### src/rtl/if_fetch_unit.sv
// Instruction-fetch front end: owns the PC, issues one imem word fetch per cycle and buffers responses in a FIFO for decode.
// Optional IF_MISALIGN_CHK_EN: a misaligned redirect halts fetch and queues a single misaligned-fetch marker entry.
module if_fetch_unit #(
    parameter int              XLEN     = 32,
    parameter int              ADDR_W   = 30,
    parameter int              FQ_DEPTH = 4,
    parameter logic [XLEN-1:0] RESET_PC = '0
) (
    input  logic              clk,
    input  logic              reset,
    input  logic              redirect_valid,
    input  logic [XLEN-1:0]   redirect_pc,
    output logic              imem_en,
    output logic [ADDR_W-1:0] imem_addr,
    input  logic [XLEN-1:0]   imem_rdata,
    output logic              fq_valid,
    input  logic              fq_ready,
    output logic [XLEN-1:0]   fq_pc,
    output logic [XLEN-1:0]   fq_pc_plus4,
    output logic [XLEN-1:0]   fq_instr,
    output logic              fq_misalign
);

    localparam int                PTR_W     = $clog2(FQ_DEPTH);
    localparam int                CNT_W     = PTR_W + 1;
    localparam logic [CNT_W:0]    DEPTH_OCC = (CNT_W + 1)'(FQ_DEPTH);
    localparam logic [CNT_W-1:0]  DEPTH_CNT = CNT_W'(FQ_DEPTH);
    localparam logic [XLEN-1:0]   NOP_INSTR = XLEN'(32'h0000_0013);

    logic [XLEN-1:0]  r_pc;
    logic             r_inflight;
    logic [XLEN-1:0]  r_inflight_pc;
    logic [PTR_W-1:0] r_rd_ptr;
    logic [PTR_W-1:0] r_wr_ptr;
    logic [CNT_W-1:0] r_count;
    logic [XLEN-1:0]  r_fq_pc    [FQ_DEPTH];
    logic [XLEN-1:0]  r_fq_instr [FQ_DEPTH];

    logic             w_pop;
    logic             w_push;
    logic             w_issue;
    logic             w_halted;
    logic             w_mis_pend;
    logic [XLEN-1:0]  w_redirect_tgt;
    logic [XLEN-1:0]  w_push_instr;
    logic [CNT_W:0]   w_occupancy;

`ifdef IF_MISALIGN_CHK_EN
    logic r_halted;
    logic r_mis_pend;
    logic r_fq_mis [FQ_DEPTH];

    assign w_halted       = r_halted;
    assign w_mis_pend     = r_mis_pend;
    assign w_redirect_tgt = redirect_pc;
    assign fq_misalign    = fq_valid & r_fq_mis[r_rd_ptr];

    // The marker entry is queued one cycle after the redirect, mimicking a fetch response slot.
    always_ff @(posedge clk or negedge reset) begin
        if (!reset) begin
            r_halted   <= 1'b0;
            r_mis_pend <= 1'b0;
        end else if (redirect_valid) begin
            r_halted   <= |redirect_pc[1:0];
            r_mis_pend <= |redirect_pc[1:0];
        end else begin
            r_mis_pend <= 1'b0;
        end
    end

    always_ff @(posedge clk) begin
        if (w_push) begin
            r_fq_mis[r_wr_ptr] <= w_mis_pend;
        end
    end
`else
    logic w_unused_lo;

    assign w_unused_lo    = ^redirect_pc[1:0];
    assign w_halted       = 1'b0;
    assign w_mis_pend     = 1'b0;
    assign w_redirect_tgt = {redirect_pc[XLEN-1:2], 2'b00};
    assign fq_misalign    = 1'b0;
`endif

    assign fq_valid     = (r_count != '0);
    assign w_pop        = fq_valid & fq_ready;
    assign w_push       = (r_inflight | w_mis_pend) & ~redirect_valid;
    assign w_push_instr = w_mis_pend ? NOP_INSTR : imem_rdata;

    // Reserve a slot for the in-flight response so a full queue never overflows.
    assign w_occupancy = {1'b0, r_count} + {{CNT_W{1'b0}}, r_inflight} - {{CNT_W{1'b0}}, w_pop};
    assign w_issue     = reset & ~redirect_valid & ~w_halted & (w_occupancy < DEPTH_OCC);

    assign imem_en     = w_issue;
    assign imem_addr   = r_pc[ADDR_W+1:2];
    assign fq_pc       = r_fq_pc[r_rd_ptr];
    assign fq_instr    = r_fq_instr[r_rd_ptr];
    assign fq_pc_plus4 = fq_pc + XLEN'(4);

    always_ff @(posedge clk or negedge reset) begin
        if (!reset) begin
            r_pc          <= RESET_PC;
            r_inflight    <= 1'b0;
            r_inflight_pc <= RESET_PC;
            r_rd_ptr      <= '0;
            r_wr_ptr      <= '0;
            r_count       <= '0;
        end else if (redirect_valid) begin
            r_pc          <= w_redirect_tgt;
            r_inflight    <= 1'b0;
            r_inflight_pc <= w_redirect_tgt;
            r_rd_ptr      <= '0;
            r_wr_ptr      <= '0;
            r_count       <= '0;
        end else begin
            r_inflight <= w_issue;
            if (w_issue) begin
                r_inflight_pc <= r_pc;
                r_pc          <= r_pc + XLEN'(4);
            end
            if (w_push) begin
                r_wr_ptr <= r_wr_ptr + PTR_W'(1);
            end
            if (w_pop) begin
                r_rd_ptr <= r_rd_ptr + PTR_W'(1);
            end
            r_count <= r_count + CNT_W'(w_push) - CNT_W'(w_pop);
        end
    end

    always_ff @(posedge clk) begin
        if (w_push) begin
            r_fq_pc[r_wr_ptr]    <= r_inflight_pc;
            r_fq_instr[r_wr_ptr] <= w_push_instr;
        end
    end

    a_no_pop_empty: assert property (@(posedge clk) disable iff (!reset)
        !(w_pop && (r_count == '0)));
    a_no_push_full: assert property (@(posedge clk) disable iff (!reset)
        !(w_push && !w_pop && (r_count == DEPTH_CNT)));

endmodule

### config.mk
export PLATFORM = sky130hd
export DESIGN_NAME = if_fetch_unit
export DESIGN_NICKNAME = d
export VERILOG_FILES = /design/src/rtl/if_fetch_unit.sv
export SDC_FILE = /design/constraint.sdc
export NUM_CORES = 1
export LEC_CHECK = 0
export BUFFER_PORTS_ARGS = -buffer_cell sky130_fd_sc_hd__buf_4
export CAP_MARGIN = 20
export CELL_PAD_IN_SITES_DETAIL_PLACEMENT = 0
export CELL_PAD_IN_SITES_GLOBAL_PLACEMENT = 1
export CORE_AREA = 2 2 186 188
export CTS_BUF_LIST = sky130_fd_sc_hd__clkbuf_4
export CTS_CLUSTER_SIZE = 30
export DETAILED_ROUTE_END_ITERATION = 16
export DIE_AREA = 0 0 188 190
export HOLD_SLACK_MARGIN = 0.03
export PLACE_DENSITY_LB_ADDON = 0.1
export SYNTH_ARGS = -nofsm -noshare
export SYNTH_HDL_FRONTEND = slang
export SYNTH_SLANG_ARGS = --single-unit
export TNS_END_PERCENT = 30
### constraint.sdc
create_clock -name clk -period 3.7 [get_ports clk]
set_input_delay 0.37 -clock clk [delete_from_list [all_inputs] [get_ports clk]]
set_output_delay 0.37 -clock clk [all_outputs]
set_load 0.03 [all_outputs]
==> results of run 1 <==
## cell families (layout without fill, tap and decap cells)
family          Yosys count  in the layout
compound gates           83             83
xor+xnor                 40             40
fa+ha+maj                12             12
buf+inv                  68            461
flops                   321            321
mux                      69             69
other cells               1              3
simple gates            211            211
## per-layer routing
layer / share of wire / track usage
met3: 0.056 / 0.0419
met5: 0 / 0
met2: 0.46 / 0.279
met1: 0.47 / 0.253
met4: 0.013 / 0.0563
## power breakdown
| part | internal, mW | switching (mW) | total (mW) |
|---|---|---|---|
| registers | 4.19 | 0.258 | 4.45 |
| clock network | 1.72 | 1.37 | 3.09 |
| logic | 1.52 | 2.17 | 3.69 |
| total | 7.43 | 3.80 | 11.2 |
## worst paths after layout
path / to / depth (start not counted)
min: r_rd_ptr[0] / 4
max in group asynchronous: r_pc[8] / 4
max reg2reg: r_pc[28] / 13
min reg2reg: r_fq_pc[2][18] / 0
max: fq_pc_plus4[30] / 7
min in group asynchronous: r_pc[19] / 3
## stage by stage
step	util	setup slack, ns	power (mW)	instances
after floorplan	-	0.471	6.85	805
after global placement	0.453	0.317	8.08	1435
after detailed placement	0.453	0.307	8.09	1435
after CTS	0.506	0.0278	11.4	1651
after global routing	0.508	0.00462	11.8	1655
final	0.508	0.205	11.2	1655
## cell usage after synthesis, types with 2 or more instances
cell,number,area share
buf_6,3,0.0025
nor3_1,9,0.0034
ha_1,11,0.010
inv_1,23,0.0065
mux4_2,59,0.10
a221oi_1,4,0.0026
a311oi_1,9,0.0059
or3_1,2,0.00094
nand4_4,2,0.0032
buf_4,6,0.0034
buf_2,12,0.0045
edfxtp_1,252,0.57
buf_1,2,0.00056
mux2i_1,6,0.0045
o21a_1,2,0.0011
o211ai_1,4,0.0023
clkbuf_1,20,0.0056
or4_1,2,0.0011
xnor2_1,30,0.020
and3_1,15,0.0070
mux4_1,3,0.0059
and4_1,5,0.0033
a31oi_1,30,0.014
nand2_1,72,0.020
xor2_1,10,0.0066
nor2_1,44,0.012
and2_1,9,0.0042
nand4_1,16,0.0075
nor2b_1,6,0.0028
a21oi_1,7,0.0026
dfrtp_1,69,0.13
o2111ai_1,3,0.0020
o21ai_0,5,0.0019
nand3_1,19,0.0071
a311o_1,2,0.0015
a211oi_1,12,0.0068
## sequential cells by signal, indices dropped and copies added, names as in the netlist
name and count:
r_inflight_pc 31, r_wr_ptr 2, r_count 3, r_rd_ptr 2, r_inflight 1, r_fq_pc 124
r_pc 30, r_fq_instr 128
## layout make-up
cell class / count / area (um2)
repair buffers: 290 / 2440
well taps: 455 / 569
clock inverters: 19 / 126
fillers: 2947 / 16700
diodes: 2 / 5.00
clock buffers: 129 / 968
multi-input cells: 416 / 3750
flip-flops and latches: 321 / 9300
inverters: 23 / 90.1
## critical path, delay by kind of cell, from the launching register on
family	cells	cell delay (ns)
and+or+nand+nor	3	0.71
xor gates and xnor gates	1	0.17
buffers and inverters	2	0.42
DFF	1	0.57
muxes	1	0.58
## what timing repair did
item,in CTS,in global routing
cloned,0,0
setup endpoints to repair,15,5
pin swaps,1,1
gates resized for setup,5,10
hold buffers,64,0
endpoints found under the hold margin,223,0
buffers inserted,4,2
==> results.json, run 1 <==
{
  "peakVddDrop_mv": 0.297,
  "hold_path.class": "input port to register",
  "synthArstFlopShare": 0.215,
  "hold_start": "fq_ready",
  "startpoint": "r_rd_ptr[0]",
  "synth-seq-cells": 321,
  "yosysUniqueCellTypes": 56,
  "gr-total-overflow": 0,
  "synthAdderAreaFrac": 0.0118,
  "synth_seq_area_share": 0.698,
  "post_dp_cell_area_um2": 15400,
  "slowest_delay_ns": 0.58,
  "cp_slowest_cell": "mux4_2",
  "start_util": 0.392,
  "startpoint_type": "register",
  "rows": 68,
  "grt_start_max_net_pins": 40,
  "via_per_inst": 5.03,
  "drt-total-wl_um": 31800,
  "synth_top_family_by_area": "multiplexers",
  "r2r_slack_ns": 0.57,
  "cp_data_required_time_ns": 3.33,
  "synth_edf_count": 252,
  "die_x_um": 188,
  "wire_per_inst_um": 19.2,
  "clkTransAtPathRegs_ns": 0.06,
  "finish.net_count": 1217,
  "critical_path.cell_chain": "buf_6, mux4_2, and3_1, and4_2, nand4b_1, xnor2_1, buf_4",
  "tightest_slew_ns": 0.622,
  "fmax_mhz": 286,
  "syn-num-nets": 885,
  "vias": 8323,
  "dp.final_hpwl_um": 20700,
  "setup_violations": 0,
  "leakage_nw": 6.40,
  "io_pins": 197,
  "cp_max_fo": 8,
  "cts_max_level": 3,
  "synthSimpleGateAreaFrac": 0.0822,
  "synth-xor-area-share": 0.0263,
  "area_delta_synth_final_pct": 29.6,
  "maxCapViolCount": 0,
  "grt_pass1_vias": 8593,
  "cts.path.max_buffers": 3,
  "grtUsageTotal": 0.180,
  "firstDrtPassIters": 5,
  "finalClockSkew_ns": 0.0316,
  "cts_tree": "yes",
  "ys.flop_type": "edfxtp_1",
  "synth_mux_area_frac": 0.112,
  "core-area_um2": 33900,
  "synth.avg_cell_area_um2": 16.5,
  "synth-warning-count": 0,
  "period_minus_slack_ns": 3.49,
  "final_common_cell": "edfxtp_1",
  "drive_gt1_frac": 0.373,
  "ant_nets": 0,
  "whs_ns": 0.152,
  "grt_antenna_before_repair": 2,
  "end_kind": "output port",
  "timing.slew.headroom": 0.585,
  "fp.dieH_um": 190,
  "gp_congestion": 0.789,
  "grt_pass1_wl_um": 49200,
  "fin_tns_setup_ns": 0,
  "min_period_over_period": 0.945,
  "syn_area_um2": 13300,
  "root_buffer": "clkbuf_4",
  "drt_iter0_drc": 410,
  "crit_arrival_ns": 3.12,
  "hold_viol": 0,
  "drt_drc_violations_left": 0,
  "slew_violations": 0,
  "path_class": "register to output port",
  "r2r_start": "r_count[1]",
  "synth_cells": 805,
  "status": "finished, final reports clean",
  "dieArea_um2": 35700,
  "synth_compound_area_frac": 0.0443,
  "cts.sinks": 321,
  "numCtsBuffers": 85,
  "final_cell_mix": "252 x edfxtp_1, 216 x buf_4, 129 x clkbuf_4",
  "fin_area_um2": 17300,
  "rsz0062_at_grt": "false",
  "clk_latency_ns": 0.68,
  "powerDensity_nw_per_um2": 650,
  "io_buffers": 193
}
No activity file was read; power rests on OpenSTA's default activity.
==> run 2: changes to the inputs <==
--- a/config.mk
+++ b/config.mk
@@ -16,6 +16,8 @@
 export DIE_AREA = 0 0 188 190
 export HOLD_SLACK_MARGIN = 0.03
 export PLACE_DENSITY_LB_ADDON = 0.1
+export RECOVER_POWER = 100
+export SETUP_SLACK_MARGIN = 0.05
 export SYNTH_ARGS = -nofsm -noshare
 export SYNTH_HDL_FRONTEND = slang
 export SYNTH_SLANG_ARGS = --single-unit
==> results.json, run 2 (synthesized netlist as in run 1, its figures left out) <==
{
  "post_dp_cell_area_um2": 15400,
  "wire_per_inst_um": 19.1,
  "power_mw": 10.9,
  "setup_slack_ns": 0.205,
  "leakage_nw": 5.92,
  "clk_latency_ns": 0.69,
  "cts_max_level": 3,
  "grt_antenna_before_repair": 2,
  "slew_violations": 165,
  "hold_viol": 0,
  "startpoint_type": "register",
  "rows": 68,
  "fin_tns_setup_ns": 0,
  "internal_power_mw": 7.13,
  "firstDrtPassIters": 5,
  "setup_violations": 0,
  "cp_data_required_time_ns": 3.33,
  "core-area_um2": 33900,
  "fmax_mhz": 286,
  "grtUsageTotal": 0.180,
  "status": "finished, violations left",
  "cts.sinks": 321,
  "combPwrFrac": 0.312,
  "io_buffers": 193,
  "cts_tree": "yes",
  "end_kind": "output port",
  "final_cell_mix": "252 x edfxtp_1, 134 x clkbuf_1, 133 x clkbuf_4",
  "netSwitchingFraction": 0.348,
  "rsz0062_at_grt": "true",
  "area_delta_synth_final_pct": 25.6,
  "maxCapViolCount": 5,
  "vias": 8369,
  "gp_congestion": 0.789,
  "drt_drc_violations_left": 0,
  "die_x_um": 188,
  "ant_nets": 0,
  "finish.net_count": 1222,
  "p_sw_mw": 3.80,
  "start_util": 0.392,
  "path_class": "register to output port",
  "finalClockSkew_ns": 0.0282,
  "drt-total-wl_um": 31800,
  "grt_pass1_vias": 8588,
  "crit_arrival_ns": 3.12,
  "whs_ns": 0.188,
  "grt_start_max_net_pins": 40,
  "fin_area_um2": 16700,
  "via_per_inst": 5.04,
  "pwr-share-seq": 0.406,
  "root_buffer": "clkbuf_4",
  "dp.final_hpwl_um": 20700,
  "tightest_slew_ns": 2.46,
  "dieArea_um2": 35700,
  "cp_max_fo": 10,
  "hold_path.class": "input port to register",
  "final_common_cell": "edfxtp_1",
  "clkTransAtPathRegs_ns": 0.06,
  "failed_checks": "max-capacitance violations, max-slew violations",
  "fp.dieH_um": 190,
  "gr-total-overflow": 0,
  "drive_gt1_frac": 0.260,
  "period_minus_slack_ns": 3.49,
  "biggestRegsByFlops": "r_fq_instr: 128 flops, r_fq_pc: 124 flops, r_inflight_pc: 31 flops",
  "drt_iter0_drc": 410,
  "cts.path.max_buffers": 3,
  "timing.slew.headroom": -0.639,
  "io_pins": 197,
  "top_register": "r_fq_instr",
  "fillCellCount": 3098,
  "pre_cts_ws_ns": 0.307,
  "largest_reg_flops": 128,
  "min_period_over_period": 0.945,
  "numCtsBuffers": 85,
  "grt_pass1_wl_um": 49200,
  "powerDensity_nw_per_um2": 654,
  "peakVddDrop_mv": 0.227,
  "p_clk_frac": 0.282
}
run 2: path summary, 6_finish.rpt:
check | to | cells past startpoint | slack, ns | from
hold / removal | r_rd_ptr[0] | 4 | 0.19 | fq_ready
setup / recovery | fq_pc_plus4[30] | 9 | 0.21 | r_rd_ptr[0]
max in group asynchronous | r_inflight_pc[3] | 4 | 1.01 | reset
hold reg to reg | r_fq_pc[2][18] | 0 | 0.52 | r_inflight_pc[18]
min in group asynchronous | r_pc[19] | 3 | 0.84 | reset
setup reg to reg | r_inflight_pc[17] | 12 | 0.28 | r_count[1]
run 2: area by class of cell:
type	instances	area [um2]	share of cell area
sequential	321	9300	0.556
clock inverter	19	126	0.00755
antenna	2	5.00	0.000299
inverter	23	90.1	0.00538
timing repair buffer	295	1930	0.115
clock buffer	129	968	0.0579
multi-input combinational	416	3740	0.224
tap	455	569	0.0340
run 2: power groups by stage:
stage	Sequential (mW)	Combinational [mW]	Clock [mW]
after floorplan	4.46	2.39	0
after global placement	4.56	3.52	0
after detailed placement	4.57	3.53	0
after CTS	4.45	3.72	3.20
after global routing	4.47	3.66	3.40
final	4.44	3.41	3.09
run 2: critical path, cell delays in order (launching register included):
cell and delay, ns:
dfrtp_4 0.56, buf_12 0.17, mux4_2 0.38, ha_1 0.24, nand3_1 0.18, nor2_4 0.17
buf_12 0.15, nand4b_1 0.13, xnor2_1 0.25, buf_4 0.21
run 2: what timing repair did:
action                                 CTS  global route
setup endpoints to repair               17            11
buffers inserted                         4             7
pin swaps                                1             3
resized for setup                        7             8
endpoints found under the hold margin  223             0
hold buffers                            64             0
run 2: metrics by stage:
step,cells,utilization
after detailed placement,1435,0.453
after CTS,1651,0.506
after floorplan,805,-
after global routing,1660,0.493
final,1660,0.493
after global placement,1435,0.453
run 2: per-layer routing:
metal  global-route usage  wire (um)  vias to the layer above
li1                     -          -                     3889
met3               0.0419       1750                       46
met4               0.0563        447                        0
met2                0.278      14700                      265
met5                    0          0                        -
met1                0.254      14900                     4169
==> run 3: changes to the inputs <==
--- a/config.mk
+++ b/config.mk
@@ -15,6 +15,7 @@
 export DETAILED_ROUTE_END_ITERATION = 16
 export DIE_AREA = 0 0 188 190
 export HOLD_SLACK_MARGIN = 0.03
+export MAX_ROUTING_LAYER = met4
 export PLACE_DENSITY_LB_ADDON = 0.1
 export RECOVER_POWER = 100
 export SETUP_SLACK_MARGIN = 0.05
==> results.json, run 3 (synthesized netlist as in run 1, its figures left out) <==
{
  "dp_cells": 1435,
  "cts.path.max_buffers": 3,
  "drt_drc_violations_left": 0,
  "hold_viol": 0,
  "root_buffer": "clkbuf_4",
  "dp.final_hpwl_um": 20700,
  "timing.rr.end": "r_inflight_pc[27]",
  "power_mw": 10.9,
  "timing.slew.headroom": -0.646,
  "via_per_inst": 5.01,
  "path_common_cell": "buf_12",
  "ant_nets": 0,
  "dieArea_um2": 35700,
  "wire_per_inst_um": 19.1,
  "rsz0062_at_grt": "true",
  "die_x_um": 188,
  "leakage_nw": 5.92,
  "whs_ns": 0.190,
  "io_buffers": 193,
  "setup_slack_ns": 0.203,
  "fin_area_um2": 16700,
  "r2r_start": "r_count[1]",
  "status": "finished, violations left",
  "cp_data_required_time_ns": 3.33,
  "drt-total-wl_um": 31700,
  "clk_latency_ns": 0.69,
  "gr-total-overflow": 0,
  "slowest_delay_ns": 0.56,
  "cts_tree": "yes",
  "drt_iter0_drc": 437,
  "finish.net_count": 1222,
  "min_period_over_period": 0.945,
  "cp_slowest_cell": "dfrtp_4",
  "grtUsageTotal": 0.186,
  "vias": 8323,
  "rows": 68,
  "grt_antenna_before_repair": 2,
  "failed_checks": "max-capacitance violations, max-slew violations",
  "utilization": 0.493,
  "pre_cts_ws_ns": 0.307,
  "startpoint": "r_rd_ptr[0]",
  "setup_violations": 0,
  "fin_tns_setup_ns": 0,
  "r2r_cells": 12,
  "drive_gt1_frac": 0.260,
  "grt_pass1_vias": 8591,
  "path_class": "register to output port",
  "io_pins": 197,
  "core-area_um2": 33900,
  "clkTransAtPathRegs_ns": 0.06,
  "crit_arrival_ns": 3.13,
  "area_delta_synth_final_pct": 25.6,
  "r2r_slack_ns": 0.34,
  "grt_start_max_net_pins": 40,
  "final_cell_mix": "252 x edfxtp_1, 134 x clkbuf_1, 133 x clkbuf_4",
  "peakVddDrop_mv": 0.227,
  "firstDrtPassIters": 5,
  "biggestRegsByFlops": "r_fq_instr: 128 flops, r_fq_pc: 124 flops, r_inflight_pc: 31 flops",
  "crit_family": "flip-flops",
  "grt_pass1_wl_um": 49300,
  "final_common_cell": "edfxtp_1",
  "slew_violations": 165,
  "cts.sinks": 321,
  "critical_path.cell_chain": "buf_12, mux4_2, ha_1, nand3_1, nor2_4, buf_12, nand4b_1, xnor2_1, buf_4",
  "hold_start": "fq_ready",
  "post_dp_cell_area_um2": 15400,
  "end_kind": "output port",
  "numCtsBuffers": 85,
  "cp-endpoint": "fq_pc_plus4[30]",
  "hold_path.class": "input port to register",
  "startpoint_type": "register",
  "tightest_slew_ns": 2.47,
  "powerDensity_nw_per_um2": 654,
  "worst-path-buf-inv": 3,
  "cts_max_level": 3,
  "top_register": "r_fq_instr",
  "fin_cells": 1660,
  "maxCapViolCount": 5,
  "finalClockSkew_ns": 0.0286,
  "cp_max_fo": 10,
  "cp.depth": 9,
  "period_minus_slack_ns": 3.50,
  "gp_congestion": 0.800,
  "largest_reg_flops": 128,
  "fmax_mhz": 286,
  "fp.dieH_um": 190,
  "start_util": 0.392
}
[run 3: changes by cell type in the layout (fill, tap and decap cells not counted), sizes merged]
cell / before / now
clkbuf: 284 / 285
buf: 76 / 75
[run 3: report_power, final]
group          internal (mW)  switching [mW]  leakage, nW  total (mW)
Clock                   1.72            1.37        0.661        3.09
Sequential              4.19           0.245         3.06        4.44
Combinational           1.22            2.19         2.20        3.41
Total                   7.13            3.80         5.92        10.9
[run 3: worst reg2reg max path: stages, from the launching register on]
cell	delay, ns
dfrtp_2	0.42
or3_1	0.37
and2_2	0.24
ha_1	0.19
inv_1	0.05
ha_1	0.21
and3b_4	0.20
o21a_4	0.25
o21ai_4	0.17
clkbuf_1	0.27
clkbuf_1	0.58
nand2_1	0.14
a31oi_1	0.19
[run 3: how the worst min path moves through the flow]
stage / to / cells after the start
after floorplan: r_count[0] / 0
after global placement: r_pc[21] / 2
after detailed placement: r_pc[21] / 2
after CTS: r_rd_ptr[0] / 4
after global routing: r_rd_ptr[0] / 4
final: r_rd_ptr[0] / 4
[run 3: final cells by class]
cell class,count,area (um2)
well taps,455,569
clock buffers,129,968
repair buffers,295,1930
flip-flops and latches,321,9300
multi-input cells,416,3740
clock inverters,19,126
diodes,2,5.00
fillers,3097,17200
inverters,23,90.1
[run 3: layer usage]
layer,GRT usage,vias up,wire (um)
met1,0.256,4130,15100
met2,0.278,257,14600
li1,-,3889,-
met3,0.0395,47,1630
met4,0.0563,0,441
met5,-,-,0
[run 3: timing repair]
item | in CTS | in global routing
hold endpoints to repair | 223 | 0
resized for setup | 7 | 8
pin swaps | 1 | 3
hold buffers | 64 | 0
buffers inserted | 4 | 7
setup endpoints to repair | 17 | 11
